==> src/rtl/demux1to16_regbank_wr.sv <==
// Write side of a 16-lane operand bank: decoded, byte-merged lane writes over valid/ready,
// plus a 16-cycle sequential bank clear. Lanes are registered and exposed flat on o_out_bus.
module demux1to16_regbank_wr #(
  parameter int unsigned WIDTH      = 32,
  parameter bit          ZERO_LANE0 = 1'b1
) (
  input  logic                  i_clk,
  input  logic                  i_rst,
  input  logic                  i_wr_valid,
  output logic                  o_wr_ready,
  input  logic [3:0]            i_wr_sel,
  input  logic [WIDTH-1:0]      i_wr_data,
  input  logic [WIDTH/8-1:0]    i_wr_be,
  input  logic                  i_clr_req,
  output logic                  o_clr_busy,
  output logic [16*WIDTH-1:0]   o_out_bus,
  output logic [15:0]           o_lane_valid,
  output logic [15:0]           o_wr_strobe
);

  localparam int unsigned NB = WIDTH / 8;

  typedef enum logic {S_IDLE, S_CLEAR} state_t;

  state_t           r_state;
  logic [3:0]       r_cnt;
  logic [WIDTH-1:0] r_lanes [16];
  logic [15:0]      r_lane_valid;
  logic [15:0]      r_strobe;
  logic             r_clr_busy;

  logic             w_wr_ready;
  logic             w_accept;
  logic             w_discard;
  logic [WIDTH-1:0] w_merged;
  logic [15:0]      w_onehot;

  // clr_req takes priority over a write presented in the same cycle
  assign w_wr_ready = (r_state == S_IDLE) && !i_clr_req && !i_rst;
  assign w_accept   = i_wr_valid && w_wr_ready;
  assign w_discard  = ZERO_LANE0 && (i_wr_sel == 4'd0);
  assign w_onehot   = 16'(1) << i_wr_sel;

  always_comb begin
    w_merged = r_lanes[i_wr_sel];
    for (int unsigned k = 0; k < NB; k++) begin
      if (i_wr_be[k]) w_merged[8*k +: 8] = i_wr_data[8*k +: 8];
    end
  end

  always_ff @(posedge i_clk or posedge i_rst) begin
    if (i_rst) begin
      r_state      <= S_IDLE;
      r_cnt        <= '0;
      r_lane_valid <= '0;
      r_strobe     <= '0;
      r_clr_busy   <= 1'b0;
      for (int unsigned i = 0; i < 16; i++) r_lanes[i] <= '0;
    end else begin
      r_strobe <= '0;
      case (r_state)
        S_IDLE: begin
          if (i_clr_req) begin
            r_state    <= S_CLEAR;
            r_clr_busy <= 1'b1;
            r_cnt      <= '0;
          end else if (w_accept && !w_discard) begin
            r_lanes[i_wr_sel]      <= w_merged;
            r_lane_valid[i_wr_sel] <= 1'b1;
            r_strobe               <= w_onehot;
          end
        end
        S_CLEAR: begin
          r_lanes[r_cnt]      <= '0;
          r_lane_valid[r_cnt] <= 1'b0;
          r_cnt               <= r_cnt + 4'd1;
          if (r_cnt == 4'd15) begin
            r_state    <= S_IDLE;
            r_clr_busy <= 1'b0;
          end
        end
        default: r_state <= S_IDLE;
      endcase
    end
  end

  always_comb begin
    o_out_bus = '0;
    for (int unsigned i = 0; i < 16; i++) o_out_bus[i*WIDTH +: WIDTH] = r_lanes[i];
  end

  assign o_wr_ready   = w_wr_ready;
  assign o_clr_busy   = r_clr_busy;
  assign o_lane_valid = r_lane_valid;
  assign o_wr_strobe  = r_strobe;

endmodule

==> config.mk <==
export PLATFORM = sky130hd
export DESIGN_NAME = demux1to16_regbank_wr
export DESIGN_NICKNAME = d
export VERILOG_FILES = /design/src/rtl/demux1to16_regbank_wr.sv
export SDC_FILE = /design/constraint.sdc
export NUM_CORES = 2
export LEC_CHECK = 0
export CORE_UTILIZATION = 45
export CTS_BUF_LIST = sky130_fd_sc_hd__clkbuf_4 sky130_fd_sc_hd__clkbuf_8
export CTS_CLUSTER_SIZE = 16
export DETAILED_ROUTE_END_ITERATION = 8
export PLACE_DENSITY = 0.72
export SYNTH_ARGS = -nofsm -noshare
export SYNTH_HDL_FRONTEND = slang
export SYNTH_SLANG_ARGS = --single-unit
==> constraint.sdc <==
create_clock -name i_clk -period 24.2 [get_ports i_clk]
set_clock_uncertainty 0.2 [all_clocks]
set_input_delay 3.63 -clock i_clk [delete_from_list [all_inputs] [get_ports i_clk]]
set_output_delay 3.63 -clock i_clk [all_outputs]
set_load 0.005 [all_outputs]
======== Word-level counts from Yosys, hierarchy flattened ========
Cells that the tools add are included.
storage, ports and cells
  register bits ........................... 550
  logic and storage cells ................. 91
cells by class
  equality and inequality tests ........... 5
  muxes and demuxes ....................... 33
  bitwise logic cells ..................... 8
  $add $sub $neg .......................... 1
  shift operators ......................... 1
  order comparisons ....................... 8
  reductions and logical operators ........ 14
operators by type and width
  cell                                                                                  number
  512-bit two-way mux                                                                   2
  512-bit case mux with 2 select lines                                                  1
  512-bit AND                                                                           1
  512-bit bitwise mux                                                                   1
  512-bit inverter                                                                      1
  32-bit demux with 4-bit select                                                        2
  32-bit binary-select mux with 4-bit select                                            1
  32-bit two-way mux                                                                    4
  16-bit two-way mux                                                                    5
  8-bit two-way mux                                                                     4
  16-bit case mux with 2 select lines                                                   1
  16-bit AND                                                                            1
  16-bit inverter                                                                       1
  16-bit OR                                                                             1
  1-bit by 4-bit << shifter with 16-bit output (first input constant)                   1
  5-bit greater-or-equal comparator (second input constant)                             2
  4-bit by 5-bit less-than comparator with 1-bit output (second input constant)         2
  5-bit by 1-bit less-than comparator with 1-bit output (second input constant)         2
  4-bit inverter with 5-bit output                                                      2
  1-bit demux with 4-bit select                                                         2
  4-bit by 1-bit greater-or-equal comparator with 1-bit output (second input constant)  2
  1-bit logical AND                                                                     8
  4-bit case mux with 2 select lines                                                    1
  1-bit two-way mux                                                                     6
  other kinds (10)                                                                      16

======== Depth between registers and ports, before layout ========
  depth in word-level cells ............... 9
  mapped depth ............................ 9
  depth with buffers taken out ............ 6

======== Worst setup path after synthesis ========
OpenSTA, ideal clock, no wires.
  path kind ............................... input-to-output
  start ................................... input port i_clr_req
  end ..................................... output port o_wr_ready
  data required time ...................... 20.370 ns
  stages .................................. 1
  arrival time ............................ 3.834 ns
  slack ................................... 16.536 ns
  cells stage by stage .................... nor3_1
on the way
  longest elaborated chain between the ends .. 3
ends and longest elaborated chain
  what                            RTL line  RTL
  start, declared                 14        input logic i_clr_req,
  1-bit logical NOT               39        assign w_wr_ready = (r_state == S_IDLE) && !i_clr_req && !i_rst;
  1-bit logical AND (2 in a row)  39
  end, declared                   10        output logic o_wr_ready,
Every way passes these cells.

======== Worst setup path after layout ========
  start ................................... input port i_rst
  end ..................................... output port o_wr_ready
on the way
  longest elaborated chain between the ends .. 2
ends and longest elaborated chain
  what                                RTL line  RTL
  start, declared                     8         input logic i_rst,
  1-bit logical NOT (no source line)  n/a
  1-bit logical AND                   39
Every way passes these cells.

==> tab_implementation.tex <==
\begin{tabular}{lr}
\hline
Metric & Value \\
\hline
\multicolumn{2}{l}{\textbf{Placement}} \\
\quad Worst slack at placement & 15.41 ns \\
\quad Routability congestion estimate & 0.914 \\
\quad Dpl hpwl & 79500 um \\
\quad \# port buffers & 589 \\
\multicolumn{2}{l}{\textbf{Logic synthesis}} \\
\quad Most instantiated flip-flop cell in the synthesis netlist & sky130\_fd\_sc\_hd\_\_dfrtp\_1 \\
\quad Sequential area share after synthesis & 48.7\% \\
\quad Gate count after technology mapping & 2752 \\
\quad Synthesized area & 28200 um\^{}2 \\
\quad Warning count from the yosys run & 0 \\
\quad Syn\_nets & 2800 \\
\quad Flops \& latches, synth & 550 \\
\quad Average footprint of a synthesized cell & 10.3 um\^{}2 \\
\quad Post-synth EDFFs & 0 \\
\quad Number of distinct library cells after synthesis & 62 \\
\quad FFs w/ async S/R, synth & 100\% \\
\multicolumn{2}{l}{\textbf{Min path}} \\
\quad Number of stages on the worst hold path & 1 \\
\quad Worst-case hold path end point & o\_lane\_valid[2] \\
\quad Min-delay worst type & reg2reg \\
\quad Start point of the worst min-delay path & o\_lane\_valid[2] \\
\multicolumn{2}{l}{\textbf{Pwr}} \\
\quad Total power consumption of the routed design & 0.00339 W \\
\quad Leakage component of the power & 14.8 nW \\
\quad Worst IR drop on VDD & 0.0000504 V \\
\quad Cell area power density & 92.8 nW/um\^{}2 \\
\multicolumn{2}{l}{\textbf{Critical path}} \\
\quad Required arrival time at the worst endpoint & 20.37 ns \\
\quad Largest driver fanout on the critical path & 4 \\
\quad Critical path class & in2out \\
\quad End of the worst register-to-register path & o\_out\_bus[214] \\
\quad Worst-case register-to-register setup slack & 19.72 ns \\
\quad Kind of start point of the critical path & input port \\
\quad Startpoint of the worst-slack reg-to-reg timing path & r\_state \\
\quad Category of the worst setup path capture point & output pin \\
\quad Reg2reg path depth & 7 \\
\quad Critical path data arrival time & 4.95 ns \\
\multicolumn{2}{l}{\textbf{GRT}} \\
\quad Met2 Track Usage GR & 59.0\% \\
\quad Layer with the highest usage after global routing & met2 \\
\quad Antenna violations before repair & 5 \\
\quad Global router's overall resource usage & 39.5\% \\
\quad Met3 track demand over resource in global routing & 10.0\% \\
\quad Pin count of the biggest net entering global routing & 122 \\
\quad Total grt overflow & 0 \\
\quad Via count of the first global-routing pass & 27900 \\
\quad Global-route wire length before repair & 186000 um \\
\quad Global Route met1 Usage & 49.2\% \\
\multicolumn{2}{l}{\textbf{STA}} \\
\quad Final setup TNS & 0 ns \\
\quad Hold Vio Cnt, Final & 0 \\
\quad Final critical-path required period & 8.78 ns \\
\quad FMAX & 114 MHz \\
\quad Final setup vio count & 0 \\
\quad Unrepaired setup endpoints after global routing & no \\
\quad Max-slew headroom & 8.69\% \\
\quad Least-Margin Pin Slew & 1.36 ns \\
\quad Worst hold slack & 0.291 ns \\
\quad Portion of the clock cycle consumed by the worst path in the final layout & 36.3\% \\
\quad Max-slew violation count & 0 \\
\quad Setup slack of the critical path after layout & 15.42 ns \\
\multicolumn{2}{l}{\textbf{CTS}} \\
\quad Buffers from clock root to sink, at most & 3 \\
\quad Worst-skew pair later-pin latency & 0.72 ns \\
\quad Hold Buf Count CTS & 0 \\
\quad Cell at the root of the clock tree & sky130\_fd\_sc\_hd\_\_clkbuf\_8 \\
\quad H-tree levels & 3 \\
\quad Clock buffers created by TritonCTS & 94 \\
\quad Post-CTS Setup Repair Bufs & 0 \\
\quad Clk slew on worst S/H paths & 0.06 ns \\
\quad Post\_cts resized & 0 \\
\quad TritonCTS Sinks & 550 \\
\quad Clock tree from TritonCTS & built \\
\multicolumn{2}{l}{\textbf{Detailed routing}} \\
\quad Routed wire length & 128000 um \\
\quad Antenna-violating nets left & 0 \\
\quad Initial DRT Pass Iterations & 9 \\
\quad Routed length per placed instance & 31.4 um \\
\quad Total DRC errors in the routed layout & 0 \\
\quad Detailed-route vias per instance & 6.93 \\
\quad Iteration-0 DRC Markers & 4073 \\
\quad Number of vias after detailed routing & 28300 \\
\multicolumn{2}{l}{\textbf{Layout}} \\
\quad Commonest cells after routing, fill and taps aside & 585 x sky130\_fd\_sc\_hd\_\_clkdlybuf4s50\_1, 550 x sky130\_fd\_sc\_hd\_\_dfrtp\_1, 399 x sky130\_fd\_sc\_hd\_\_o31ai\_1 \\
\quad Filler cell count in the final layout & 5061 \\
\quad Net total in the final layout & 3214 \\
\quad Most common cell after layout, fill and taps aside & sky130\_fd\_sc\_hd\_\_clkdlybuf4s50\_1 \\
\quad Area growth syn-to-layout & 29.5\% \\
\quad Final Util & 59.1\% \\
\quad Share of final-layout standard cells stronger than drive strength 1 & 10.9\% \\
\multicolumn{2}{l}{\textbf{Floorplanning}} \\
\quad Chip Width & 252 um \\
\quad Initial standard-cell utilization of the core & 45.7\% \\
\quad Die height & 252 um \\
\quad Number of standard-cell rows in the floorplan & 91 \\
\quad Core Region & 61800 um\^{}2 \\
\quad Die Area & 63700 um\^{}2 \\
\quad Boundary pin count & 590 \\
\multicolumn{2}{l}{\textbf{Job}} \\
\quad Max-cap violation count & 0 \\
\multicolumn{2}{l}{\textbf{Run status}} \\
\quad Run status & completed \\
\hline
\end{tabular}
where the power goes:
part | internal [W] | leakage (nW) | switching (W)
Sequential | 0.00108 | 7.53 | 0.000235
Clock | 0.000571 | 1.17 | 0.000412
Combinational | 0.000485 | 6.13 | 0.000611
Total | 0.00214 | 14.8 | 0.00126
registers in the layout, summed over array words and instances, names as in the netlist:
| signal | count |
|---|---|
| o_lane_valid | 16 |
| o_out_bus | 512 |
| r_cnt | 4 |
| r_state | 1 |
| o_clr_busy | 1 |
| o_wr_strobe | 16 |
cells in the mapped netlist, types with 2 or more instances:
| master | instances | share of area [%] |
|---|---|---|
| sky130_fd_sc_hd__nor3_1 | 2 | 0.035 |
| sky130_fd_sc_hd__o31ai_1 | 399 | 11 |
| sky130_fd_sc_hd__a21o_1 | 3 | 0.080 |
| sky130_fd_sc_hd__o31ai_2 | 19 | 0.84 |
| sky130_fd_sc_hd__o22ai_1 | 7 | 0.16 |
| sky130_fd_sc_hd__o221ai_1 | 88 | 2.7 |
| sky130_fd_sc_hd__a211oi_2 | 29 | 1.3 |
| sky130_fd_sc_hd__a211oi_4 | 3 | 0.21 |
| sky130_fd_sc_hd__o21a_1 | 3 | 0.080 |
| sky130_fd_sc_hd__dfrtp_1 | 550 | 49 |
| sky130_fd_sc_hd__o41ai_1 | 34 | 1.1 |
| sky130_fd_sc_hd__or2_2 | 3 | 0.066 |
| sky130_fd_sc_hd__a22o_1 | 2 | 0.062 |
| sky130_fd_sc_hd__buf_2 | 75 | 1.3 |
| sky130_fd_sc_hd__nand3_1 | 210 | 3.7 |
| sky130_fd_sc_hd__ha_1 | 4 | 0.18 |
| sky130_fd_sc_hd__mux4_2 | 34 | 2.7 |
| sky130_fd_sc_hd__nand3b_1 | 3 | 0.080 |
| sky130_fd_sc_hd__o41ai_2 | 3 | 0.17 |
| sky130_fd_sc_hd__and2_1 | 21 | 0.47 |
| sky130_fd_sc_hd__buf_6 | 17 | 0.68 |
| sky130_fd_sc_hd__nor2_1 | 106 | 1.4 |
| sky130_fd_sc_hd__clkbuf_1 | 188 | 2.5 |
| sky130_fd_sc_hd__and4b_1 | 5 | 0.18 |
| sky130_fd_sc_hd__nor2b_1 | 85 | 1.9 |
| sky130_fd_sc_hd__a41oi_1 | 6 | 0.19 |
| sky130_fd_sc_hd__buf_4 | 11 | 0.29 |
| sky130_fd_sc_hd__o21ai_0 | 217 | 3.8 |
| sky130_fd_sc_hd__and3_1 | 5 | 0.11 |
| sky130_fd_sc_hd__buf_1 | 19 | 0.25 |
| sky130_fd_sc_hd__mux2i_1 | 188 | 6.7 |
| sky130_fd_sc_hd__nand2_1 | 244 | 3.2 |
| sky130_fd_sc_hd__o32ai_1 | 23 | 0.71 |
| sky130_fd_sc_hd__a222oi_1 | 31 | 1.1 |
| sky130_fd_sc_hd__and3b_1 | 2 | 0.062 |
| sky130_fd_sc_hd__nand4_1 | 3 | 0.066 |
| sky130_fd_sc_hd__nor3b_1 | 2 | 0.053 |
| sky130_fd_sc_hd__a21oi_1 | 61 | 1.1 |
| sky130_fd_sc_hd__or3b_1 | 3 | 0.093 |
| sky130_fd_sc_hd__inv_1 | 22 | 0.29 |
metrics by stage:
step | instance area (um^2) | cells
after floorplan | 28200 | 2752
after global placement | 34300 | 3907
after detailed placement | 34300 | 3907
after CTS | 36500 | 4082
after global routing | 36600 | 4085
final | 36600 | 4085
critical path, stage by stage:
cell	delay, ns
sky130_fd_sc_hd__clkdlybuf4s50_1	0.56
sky130_fd_sc_hd__nor3_1	0.22
sky130_fd_sc_hd__clkdlybuf4s50_1	0.54
metal layers:
layer | share of wire, % | vias to the layer above
met2 | 44 | 2579
met4 | 8.5 | 0
met1 | 34 | 13800
met5 | 0 | -
li1 | - | 11300
met3 | 13 | 628
cell families after synthesis:
| logic type | count (synthesis) | synth area share [%] |
|---|---|---|
| AOI/OAI and AO/OA | 932 | 24.4 |
| xor gates and xnor gates | 2 | 0.0621 |
| adders and majority gates | 4 | 0.177 |
| buffers and inverters | 333 | 5.36 |
| DFF | 550 | 48.7 |
| muxes | 222 | 9.38 |
| other | 1 | 0.0133 |
| and+or+nand+nor | 708 | 11.9 |
worst max path at each step:
| stage | start | depth (start not counted) | end |
|---|---|---|---|
| global placement | i_rst | 3 | o_wr_ready |
| floorplan | i_rst | 1 | o_clr_busy |
| detailed placement | i_rst | 6 | o_out_bus[399] |
| global route | i_rst | 3 | o_wr_ready |
| finish | i_rst | 3 | o_wr_ready |
| CTS | i_rst | 3 | o_wr_ready |
layout make-up:
cell class	count	area (um^2)	share of cell area, %
clock inverters	20	259	0.709
clock buffers	155	1950	5.32
multi-input cells	1869	13300	36.3
inverters	23	95.1	0.260
diodes	3	7.51	0.0205
well taps	837	1050	2.86
flip-flops and latches	550	13800	37.7
repair buffers	628	6180	16.9
No activity file was read; power rests on OpenSTA's default activity.
